[config.mk]
export PLATFORM = sky130hd
export DESIGN_NAME = mem_access_stage_flat
export DESIGN_NICKNAME = d
export VERILOG_FILES = /design/src/rtl/mem_access_stage_if.sv /design/src/rtl/mem_access_stage.sv /design/src/flat_wrapper.sv
export SDC_FILE = /design/constraint.sdc
export NUM_CORES = 1
export LEC_CHECK = 0
export CAP_MARGIN = 20
export CORE_ASPECT_RATIO = 1.75
export CORE_MARGIN = 1
export CORE_UTILIZATION = 35
export CTS_BUF_LIST = sky130_fd_sc_hd__clkbuf_8
export DETAILED_ROUTE_END_ITERATION = 8
export PLACE_DENSITY = 0.66
export SLEW_MARGIN = 10
export SYNTH_ARGS = -nofsm -noshare
export SYNTH_HDL_FRONTEND = slang
export SYNTH_SLANG_ARGS = --single-unit
[constraint.sdc]
create_clock -name i_clk -period 9.7 [get_ports i_clk]
set_clock_uncertainty 0.1 [all_clocks]
set_input_delay 1.94 -clock i_clk [delete_from_list [all_inputs] [get_ports i_clk]]
set_output_delay 1.94 -clock i_clk [all_outputs]
set_load 0.01 [all_outputs]
[src/rtl/mem_access_stage_if.sv]
// Data-memory request/grant/response bus between mem_access_stage (master) and
// the data memory (slave).
interface mem_access_stage_if #(
  parameter int XLEN = 32
);
  localparam int NB = XLEN / 8;

  logic            o_dmem_req;
  logic            i_dmem_gnt;
  logic [XLEN-1:0] o_dmem_addr;
  logic            o_dmem_we;
  logic [NB-1:0]   o_dmem_be;
  logic [XLEN-1:0] o_dmem_wdata;
  logic            i_dmem_rvalid;
  logic [XLEN-1:0] i_dmem_rdata;

  modport master (
    output o_dmem_req, o_dmem_addr, o_dmem_we, o_dmem_be, o_dmem_wdata,
    input  i_dmem_gnt, i_dmem_rvalid, i_dmem_rdata
  );

  modport slave (
    input  o_dmem_req, o_dmem_addr, o_dmem_we, o_dmem_be, o_dmem_wdata,
    output i_dmem_gnt, i_dmem_rvalid, i_dmem_rdata
  );
endinterface

[src/rtl/mem_access_stage.sv]
// Memory-access pipeline stage: dmem handshake, byte-lane alignment, load extension.
// Define MEM_MISALIGN_TRAP_EN to trap misaligned accesses instead of issuing them.
module mem_access_stage #(
  parameter int XLEN = 32,
  parameter int RW   = 6
) (
  input  logic               i_clk,
  input  logic               i_rst,
  input  logic               i_valid,
  output logic               o_ready,
  input  logic               i_writeback,
  input  logic [RW-1:0]      i_rd,
  input  logic               i_mem_r,
  input  logic               i_mem_w,
  input  logic               i_mem_rdu,
  input  logic [1:0]         i_size,
  input  logic [XLEN-1:0]    i_alu_result,
  input  logic [XLEN-1:0]    i_wdata,
  mem_access_stage_if.master dmem,
  output logic               o_valid,
  output logic               o_writeback,
  output logic [RW-1:0]      o_rd,
  output logic [XLEN-1:0]    o_data,
  output logic               o_misalign
);
  localparam int NB = XLEN / 8;
  localparam int OW = $clog2(NB);

  typedef enum logic [1:0] {IDLE, REQ, RESP, DONE} state_t;

  state_t          state_q, state_d;
  logic [OW-1:0]   off_q, off_d;
  logic [1:0]      size_q, size_d;
  logic            rdu_q, rdu_d;
  logic [RW-1:0]   rd_q, rd_d;
  logic            wb_q, wb_d;
  logic            valid_q, valid_d;
  logic            wbo_q, wbo_d;
  logic [RW-1:0]   rdo_q, rdo_d;
  logic [XLEN-1:0] data_q, data_d;
  logic            mis_q, mis_d;
  logic            req_q, req_d;
  logic            dwe_q, dwe_d;
  logic [NB-1:0]   be_q, be_d;
  logic [XLEN-1:0] addr_q, addr_d;
  logic [XLEN-1:0] dwdata_q, dwdata_d;

  logic [OW-1:0]   off_in;
  logic [15:0]     mask16;
  logic [NB-1:0]   be_in;
  logic [XLEN-1:0] wdata_in;
  logic [XLEN-1:0] addr_in;
  logic            trap_in;
  logic [XLEN-1:0] rot;
  logic [6:0]      sh;
  logic [XLEN-1:0] shl;
  logic signed [XLEN-1:0] sext;
  logic [XLEN-1:0] ext;

  always_comb begin
    off_in = i_alu_result[OW-1:0];
    case (i_size)
      2'd0:    mask16 = 16'h0001;
      2'd1:    mask16 = 16'h0003;
      2'd2:    mask16 = 16'h000F;
      default: mask16 = 16'h00FF;
    endcase
    // Lanes shifted past NB-1 fall off the top of the enable vector.
    be_in    = NB'(mask16 << off_in);
    wdata_in = i_wdata << {off_in, 3'b000};
    addr_in  = {i_alu_result[XLEN-1:OW], {OW{1'b0}}};
  end

`ifdef MEM_MISALIGN_TRAP_EN
  assign trap_in = |(off_in & OW'((32'd1 << i_size) - 32'd1));
`else
  assign trap_in = 1'b0;
`endif

  // Rotate read data so the addressed lane lands at byte 0, wrapping in the word.
  genvar gi;
  generate
    for (gi = 0; gi < NB; gi++) begin : g_lane
      logic [OW-1:0] src;
      assign src = OW'(gi) + off_q;
      assign rot[8*gi +: 8] = dmem.i_dmem_rdata[{src, 3'b000} +: 8];
    end
  endgenerate

  always_comb begin
    case (size_q)
      2'd0:    sh = 7'(XLEN - 8);
      2'd1:    sh = 7'(XLEN - 16);
      2'd2:    sh = 7'(XLEN - 32);
      default: sh = 7'd0;
    endcase
    shl  = rot << sh;
    sext = $signed(shl) >>> sh;
    ext  = rdu_q ? (shl >> sh) : sext;
  end

  always_comb begin
    state_d  = state_q;
    off_d    = off_q;
    size_d   = size_q;
    rdu_d    = rdu_q;
    rd_d     = rd_q;
    wb_d     = wb_q;
    addr_d   = addr_q;
    dwdata_d = dwdata_q;
    valid_d  = 1'b0;
    wbo_d    = 1'b0;
    rdo_d    = '0;
    data_d   = '0;
    mis_d    = 1'b0;
    req_d    = 1'b0;
    dwe_d    = 1'b0;
    be_d     = '0;
    case (state_q)
      IDLE: begin
        if (i_valid) begin
          if (i_mem_r || i_mem_w) begin
            off_d  = off_in;
            size_d = i_size;
            rdu_d  = i_mem_rdu;
            rd_d   = i_rd;
            wb_d   = i_writeback;
            if (trap_in) begin
              state_d = DONE;
              valid_d = 1'b1;
              mis_d   = 1'b1;
              rdo_d   = i_rd;
              data_d  = i_alu_result;
            end else begin
              state_d  = REQ;
              req_d    = 1'b1;
              dwe_d    = i_mem_w;
              be_d     = be_in;
              addr_d   = addr_in;
              dwdata_d = wdata_in;
            end
          end else begin
            valid_d = 1'b1;
            wbo_d   = i_writeback;
            rdo_d   = i_rd;
            data_d  = i_alu_result;
          end
        end
      end
      REQ: begin
        if (dmem.i_dmem_gnt) begin
          if (dwe_q) begin
            state_d = DONE;
            valid_d = 1'b1;
            rdo_d   = rd_q;
          end else begin
            state_d = RESP;
          end
        end else begin
          req_d = 1'b1;
          dwe_d = dwe_q;
          be_d  = be_q;
        end
      end
      RESP: begin
        if (dmem.i_dmem_rvalid) begin
          state_d = DONE;
          valid_d = 1'b1;
          wbo_d   = wb_q;
          rdo_d   = rd_q;
          data_d  = ext;
        end
      end
      default: state_d = IDLE;
    endcase
  end

  always_ff @(posedge i_clk or posedge i_rst) begin
    if (i_rst) begin
      state_q  <= IDLE;
      off_q    <= '0;
      size_q   <= '0;
      rdu_q    <= 1'b0;
      rd_q     <= '0;
      wb_q     <= 1'b0;
      valid_q  <= 1'b0;
      wbo_q    <= 1'b0;
      rdo_q    <= '0;
      data_q   <= '0;
      mis_q    <= 1'b0;
      req_q    <= 1'b0;
      dwe_q    <= 1'b0;
      be_q     <= '0;
      addr_q   <= '0;
      dwdata_q <= '0;
    end else begin
      state_q  <= state_d;
      off_q    <= off_d;
      size_q   <= size_d;
      rdu_q    <= rdu_d;
      rd_q     <= rd_d;
      wb_q     <= wb_d;
      valid_q  <= valid_d;
      wbo_q    <= wbo_d;
      rdo_q    <= rdo_d;
      data_q   <= data_d;
      mis_q    <= mis_d;
      req_q    <= req_d;
      dwe_q    <= dwe_d;
      be_q     <= be_d;
      addr_q   <= addr_d;
      dwdata_q <= dwdata_d;
    end
  end

  assign o_ready           = (state_q == IDLE);
  assign o_valid           = valid_q;
  assign o_writeback       = wbo_q;
  assign o_rd              = rdo_q;
  assign o_data            = data_q;
  assign o_misalign        = mis_q;
  assign dmem.o_dmem_req   = req_q;
  assign dmem.o_dmem_we    = dwe_q;
  assign dmem.o_dmem_be    = be_q;
  assign dmem.o_dmem_addr  = addr_q;
  assign dmem.o_dmem_wdata = dwdata_q;
endmodule
[src/flat_wrapper.sv]
// flat-port wrapper written by rule: the top's interface ports become plain ports
module mem_access_stage_flat 
#(
  parameter int XLEN = 32,
  parameter int RW   = 6
)
  (i_clk, i_rst, i_valid, o_ready, i_writeback, i_rd, i_mem_r, i_mem_w, i_mem_rdu, i_size, i_alu_result, i_wdata, o_valid, o_writeback, o_rd, o_data, o_misalign, dmem_o_dmem_req, dmem_o_dmem_addr, dmem_o_dmem_we, dmem_o_dmem_be, dmem_o_dmem_wdata, dmem_i_dmem_gnt, dmem_i_dmem_rvalid, dmem_i_dmem_rdata);
  mem_access_stage_if #(.XLEN(XLEN)) dmem_i ();
  input  logic i_clk;
  input  logic i_rst;
  input  logic i_valid;
  output logic o_ready;
  input  logic i_writeback;
  input  logic [RW-1:0] i_rd;
  input  logic i_mem_r;
  input  logic i_mem_w;
  input  logic i_mem_rdu;
  input  logic [1:0] i_size;
  input  logic [XLEN-1:0] i_alu_result;
  input  logic [XLEN-1:0] i_wdata;
  output logic o_valid;
  output logic o_writeback;
  output logic [RW-1:0] o_rd;
  output logic [XLEN-1:0] o_data;
  output logic o_misalign;
  output wire logic [$bits(dmem_i.o_dmem_req)-1:0] dmem_o_dmem_req;
  output wire logic [$bits(dmem_i.o_dmem_addr)-1:0] dmem_o_dmem_addr;
  output wire logic [$bits(dmem_i.o_dmem_we)-1:0] dmem_o_dmem_we;
  output wire logic [$bits(dmem_i.o_dmem_be)-1:0] dmem_o_dmem_be;
  output wire logic [$bits(dmem_i.o_dmem_wdata)-1:0] dmem_o_dmem_wdata;
  input wire logic [$bits(dmem_i.i_dmem_gnt)-1:0] dmem_i_dmem_gnt;
  input wire logic [$bits(dmem_i.i_dmem_rvalid)-1:0] dmem_i_dmem_rvalid;
  input wire logic [$bits(dmem_i.i_dmem_rdata)-1:0] dmem_i_dmem_rdata;
  assign dmem_o_dmem_req = dmem_i.o_dmem_req;
  assign dmem_o_dmem_addr = dmem_i.o_dmem_addr;
  assign dmem_o_dmem_we = dmem_i.o_dmem_we;
  assign dmem_o_dmem_be = dmem_i.o_dmem_be;
  assign dmem_o_dmem_wdata = dmem_i.o_dmem_wdata;
  assign dmem_i.i_dmem_gnt = dmem_i_dmem_gnt;
  assign dmem_i.i_dmem_rvalid = dmem_i_dmem_rvalid;
  assign dmem_i.i_dmem_rdata = dmem_i_dmem_rdata;
  mem_access_stage #(.XLEN(XLEN), .RW(RW)) u_core (.i_clk(i_clk), .i_rst(i_rst), .i_valid(i_valid), .o_ready(o_ready), .i_writeback(i_writeback), .i_rd(i_rd), .i_mem_r(i_mem_r), .i_mem_w(i_mem_w), .i_mem_rdu(i_mem_rdu), .i_size(i_size), .i_alu_result(i_alu_result), .i_wdata(i_wdata), .dmem(dmem_i), .o_valid(o_valid), .o_writeback(o_writeback), .o_rd(o_rd), .o_data(o_data), .o_misalign(o_misalign));
endmodule
**Word level (Yosys, flattened, before mapping)**

Index checks and enable logic that the tools add are counted.

- Muxes and demuxes: 41
- Multipliers: 0
- Order comparisons: 0
- $add $sub $neg: 3
- Reduce and logical (&&, ||, !) cells: 6
- Bitwise gates (word level): 0
- Shift operators: 9
- Divide/modulo/power cells: 0
- Equal/unequal tests: 9

Operator list:

| kind | number |
|---|---|
| $mux W32 | 4 |
| $shiftx A32 B6 Y8 | 4 |
| $pmux W32 S2 | 1 |
| $shl A32 B5 Y32 | 2 |
| $shr A32 B5 Y32 | 1 |
| $sshr A32 B5 Y32 | 1 |
| $mux W6 | 5 |
| $pmux W8 S3 | 1 |
| $pmux W6 S3 | 1 |
| $mux W1 | 15 |
| $mux W4 | 3 |
| $pmux W5 S2 | 1 |
| $mux W2 | 4 |
| $pmux W4 S2 | 1 |
| $shl A8 B2 Y4 | 1 |
| $eq A2 B1 Y1 const B | 3 |
| $logic_not A2 Y1 | 3 |
| $ne A2 B2 Y1 const B | 3 |
| $pmux W1 S2 | 3 |
| $pmux W2 S3 | 1 |
| $add A2 B2 Y2 const A | 2 |
| $eq A2 B2 Y1 const B | 2 |
| $reduce_and A4 Y1 | 1 |
| $pmux W1 S3 | 1 |
| other kinds (4) | 4 |

- Word-level logic and storage cells: 83
- Memory bits (read-only): 0
- Memory bits (writable): 0
- Bits in latches: 0
- Register bits: 122
- Memories kept: 0
- Output and inout port bits: 112
- Bits of input ports: 113

**Depth between registers and ports, before layout**

- Depth in word-level cells: 7
- Mapped depth: 7
- Gate-level depth less buffers: 6

**Worst setup path after synthesis**

OpenSTA, ideal clock, no wires.

- Path type: input to register
- Start: in i_mem_w
- End: reg u_core.addr_q[10] (netlist: u_core.dmem.o_dmem_addr[10])
- Path buffers: 2
- Stages: 4
- Library setup time: 125 ps
- Slack: 6471 ps
- Arrival: 3005 ps
- Required time: 9475 ps
- Cells stage by stage: o211ai_1 > clkbuf_1 > buf_2 > mux2_2

- Cells in the longest elaborated chain, start to end: 2

RTL lines:

| what | RTL line | text |
|---|---|---|
| start: declaration | flat_wrapper.sv:16 | `input logic i_mem_w;` |
| $logic_or A1 B1 Y1 | mem_access_stage.sv:122 | `if (i_mem_r \|\| i_mem_w) begin` |
| $reduce_and A3 Y1 (no source line) | n/a |  |
| end signal: assignment | mem_access_stage.sv:211 | `addr_q <= addr_d;` |
| end: declaration | mem_access_stage.sv:45 | `logic [XLEN-1:0] addr_q, addr_d;` |

No other way between the ends.
A chain may end at the register's enable or synchronous reset.

**Worst setup path after layout**

- Start: reg u_core.state_q[0]
- End: out o_ready

- Cells in the longest elaborated chain, start to end: 1

RTL lines:

| what | RTL line | text |
|---|---|---|
| start: declaration | mem_access_stage.sv:31 | `state_t state_q, state_d;` |
| start signal: assignment | mem_access_stage.sv:197 | `state_q <= state_d;` |
| $logic_not A2 Y1 | mem_access_stage.sv:216 | `assign o_ready = (state_q == IDLE);` |
| end: declaration | flat_wrapper.sv:12 | `output logic o_ready;` |

No other way between the ends.

==> metrics.yaml <==
power_and_ir_drop:
  peakVddDrop_mv: 0.126
  power.net_switching_uw: 858
  switching_share_pct: 34.9
  internal_power_uw: 1600
  clockPowerShare_pct: 20.0
  comb_power_share_pct: 45.2
  p_per_area_nw_per_um2: 282
  power.leakage_uw: 0.00366
  seqPwrFrac_pct: 34.8
clock_tree:
  cts_resized: 0
  clk_latency_ns: 0.44
  clock-root-buffer: "clkbuf_8"
  clock_path_buffers: 2
  numCtsBuffers: 17
  cts_tree: "done"
  path_clk_slew_ns: 0.08
  cts_hold_buf: 0
  post_cts_buffers: 0
  cts.sinks: 122
  htreeDepth: 4
critical_path:
  timing.rr.end: "u_core.o_data[21]"
  cp.arrival_ns: 1.78
  cp.required_ns: 7.66
  r2r_cells: 5
  critical_path.cell_chain: "inv_1 -> ha_1 -> clkdlybuf4s50_1"
  critical-path-top-delay-family: "buffers and inverters"
  cp_max_fo: 5
  r2r_slack_ns: 7.27
  crit_path_start_kind: "flip-flop"
  r2r-start: "u_core.state_q[0]"
  crit_path_end_kind: "primary output"
  cpPeakStageDelay_ns: 0.57
  worstPathBufferInverterCount: 2
  slowest_stage: "clkdlybuf4s50_1"
  worstSetupPathType: "reg -> out"
global_routing:
  grt_max_degree: 87
  overflow: 0
  gr-usage-all-layers_pct: 21.2
  grt_pass1_vias: 5198
  grt_pass1_wl_mm: 28.0
  antenna_found_initial: 0
run:
  max_cap_viol_count: 0
sta:
  fmax_ghz: 0.262
  tightest_slew_ns: 0.923
  rsz0062_at_grt: "no"
  slew_viol_final: 0
  period_needed_ns: 3.82
  max-slew-margin-rel_pct: 38.5
  hold_viol_final: 0
  setup_viol: 0
  fin_setup_tns_ns: 0
  fin_crit_sh_pct: 39.4
hold_path:
  hp-start: "u_core.dmem.o_dmem_be[0]"
  whs_endpoint: "u_core.dmem.o_dmem_be[0]"
  hold_class: "reg -> reg"
  min_path_cells: 2
route:
  drt_pass1_iterations: 5
  wirelength_mm: 18.1
  drt-initial-drc-count: 164
  drc: 0
  vias: 4974
  ant_nets: 0
  wl_per_cell_um: 18.6
  viasPerCell: 5.10
die:
  dieArea_um2: 17600
  die_y_um: 175
  start_util_pct: 36.1
  coreArea_um2: 16500
  rows: 62
  die_w_um: 101
  num_io_pins: 225
place:
  gp_congestion: 0.852
  dp_hpwl_mm: 13.6
  numPortBuffers: 221
logic_synthesis:
  ys_ff_latch: 122
  synthDistinctLibCells: 37
  synth-edff-count: 0
  async_flop_share_pct: 100
  synth.avg_cell_area_um2: 11.1
  ys_seq_area_share_pct: 51.2
  yosys-top-cells-area: "dfrtp_1, mux2_2, mux2i_1"
  yosysWarnings: 0
  synth.largest_area_cell: "dfrtp_1"
  synthFlopType: "dfrtp_1"
  yosysTopAreaCellShare_pct: 51.2
  syn_inst: 535
  netlist_area_um2: 5960
finish:
  diodes: 0
  fin_util_pct: 52.8
  drive_gt1_share_pct: 15.2
  syn_to_final_growth_pct: 46.4
  fillers: 1497
  final_nets: 856
  multi_input_area_um2: 2690
  seqCellArea_um2: 3050
run_status:
  outcome: "completed"
placed cells by master, fill, tap and decap left out, types with 4 or more instances in the layout:
cell type	instances
clkdlybuf4s50_1	220
dfrtp_1	121
nand2_1	74
mux2_2	60
mux2i_1	38
nor2_1	32
o21ai_0	29
a21oi_1	27
o211ai_1	19
clkbuf_8	18
o31ai_1	11
nor2b_1	10
a211oi_1	9
a22o_1	8
mux4_2	7
a2bb2oi_1	6
o311ai_0	6
a22oi_1	6
inv_6	6
buf_4	6
inv_1	4
ha_1	4
worst reg2reg max path: stages, from the launching register on:
cell and delay, ns:
dfrtp_1 0.41, inv_1 0.11, ha_1 0.23, and2_1 0.44
nand2_1 0.48, o311ai_0 0.52
stage by stage:
stage          power [µW]  instance area (µm²)  cells  hold slack, ns  worst slack [ns]
2_1_floorplan        1440                 5970    537           0.367              4.42
3_3_place_gp         1950                 8300    944           0.364              5.65
3_5_place_dp         1990                 8300    944           0.372              5.59
4_1_cts              2490                 8730    976           0.388              5.85
5_1_grt              2600                 8730    976           0.410              5.78
6_report             2460                 8730    976           0.382              5.88
synthesized netlist by cell type (4+ instances only):
master and count:
o31ai_1 11, inv_1 5, buf_2 14, nor2b_1 10, clkbuf_1 21, a2bb2oi_1 6, o211ai_1 19, mux2i_1 38
o21ai_0 29, a22oi_1 6, mux2_2 60, a211oi_1 9, a21oi_1 27, o311ai_0 6, nor2_1 32, dfrtp_1 122
mux4_2 7, nand2_1 74, a22o_1 8, ha_1 4
flip-flops by register name (all words and copies together), names as in the netlist, 2 cells and up:
signal / cells
u_core.dmem.o_dmem_addr: 30
u_core.dmem.o_dmem_be: 4
u_core.size_q: 2
u_core.rd_q: 6
u_core.dmem.o_dmem_wdata: 32
u_core.o_data: 32
u_core.o_rd: 6
u_core.state_q: 2
u_core.off_q: 2
per-layer routing:
layer	global-route usage, %	wire, µm	share of wire [%]	vias up
met2	38.5	9970	55	172
met4	10.9	747	4.1	0
li1	-	-	-	2323
met3	4.80	894	4.9	41
met1	22.3	6490	36	2438
met5	0	0	0	-
worst max-delay path by stage:
stage	from	end	slack, ns	cells past startpoint
after floorplan	i_rst	u_core.dmem.o_dmem_addr[10]	4.42	1
after global placement	i_mem_w	u_core.dmem.o_dmem_addr[14]	5.65	4
after detailed placement	dmem_i_dmem_rvalid	u_core.o_data[21]	5.59	4
after CTS	u_core.state_q[0]	o_ready	5.85	3
after global routing	u_core.state_q[1]	o_ready	5.78	3
final	u_core.state_q[0]	o_ready	5.88	3
power by group through the flow:
stage	sequential (µW)	combinational, µW	clock [µW]
3_3_place_gp	858	1100	0
4_1_cts	857	1130	504
2_1_floorplan	895	542	0
3_5_place_dp	866	1120	0
5_1_grt	884	1190	527
6_report	856	1110	493
cell type report:
type / instances / share of cell area (%)
multi-input cells: 366 / 30.8
clock buffers: 18 / 2.84
well taps: 224 / 3.21
inverters: 5 / 0.272
repair buffers: 227 / 25.8
clock inverters: 14 / 2.11
flip-flops and latches: 122 / 35.0
cells by family after synthesis:
kind of cell	Yosys count	share of synthesized area [%]
fa+ha+maj	4	0.839
flops	122	51.2
mux	106	20.6
xor+xnor	2	0.546
compound gates	125	14.1
simple gates	126	8.69
other cells	1	0.0629
buf+inv	49	3.94
No activity file was read; power rests on OpenSTA's default activity.
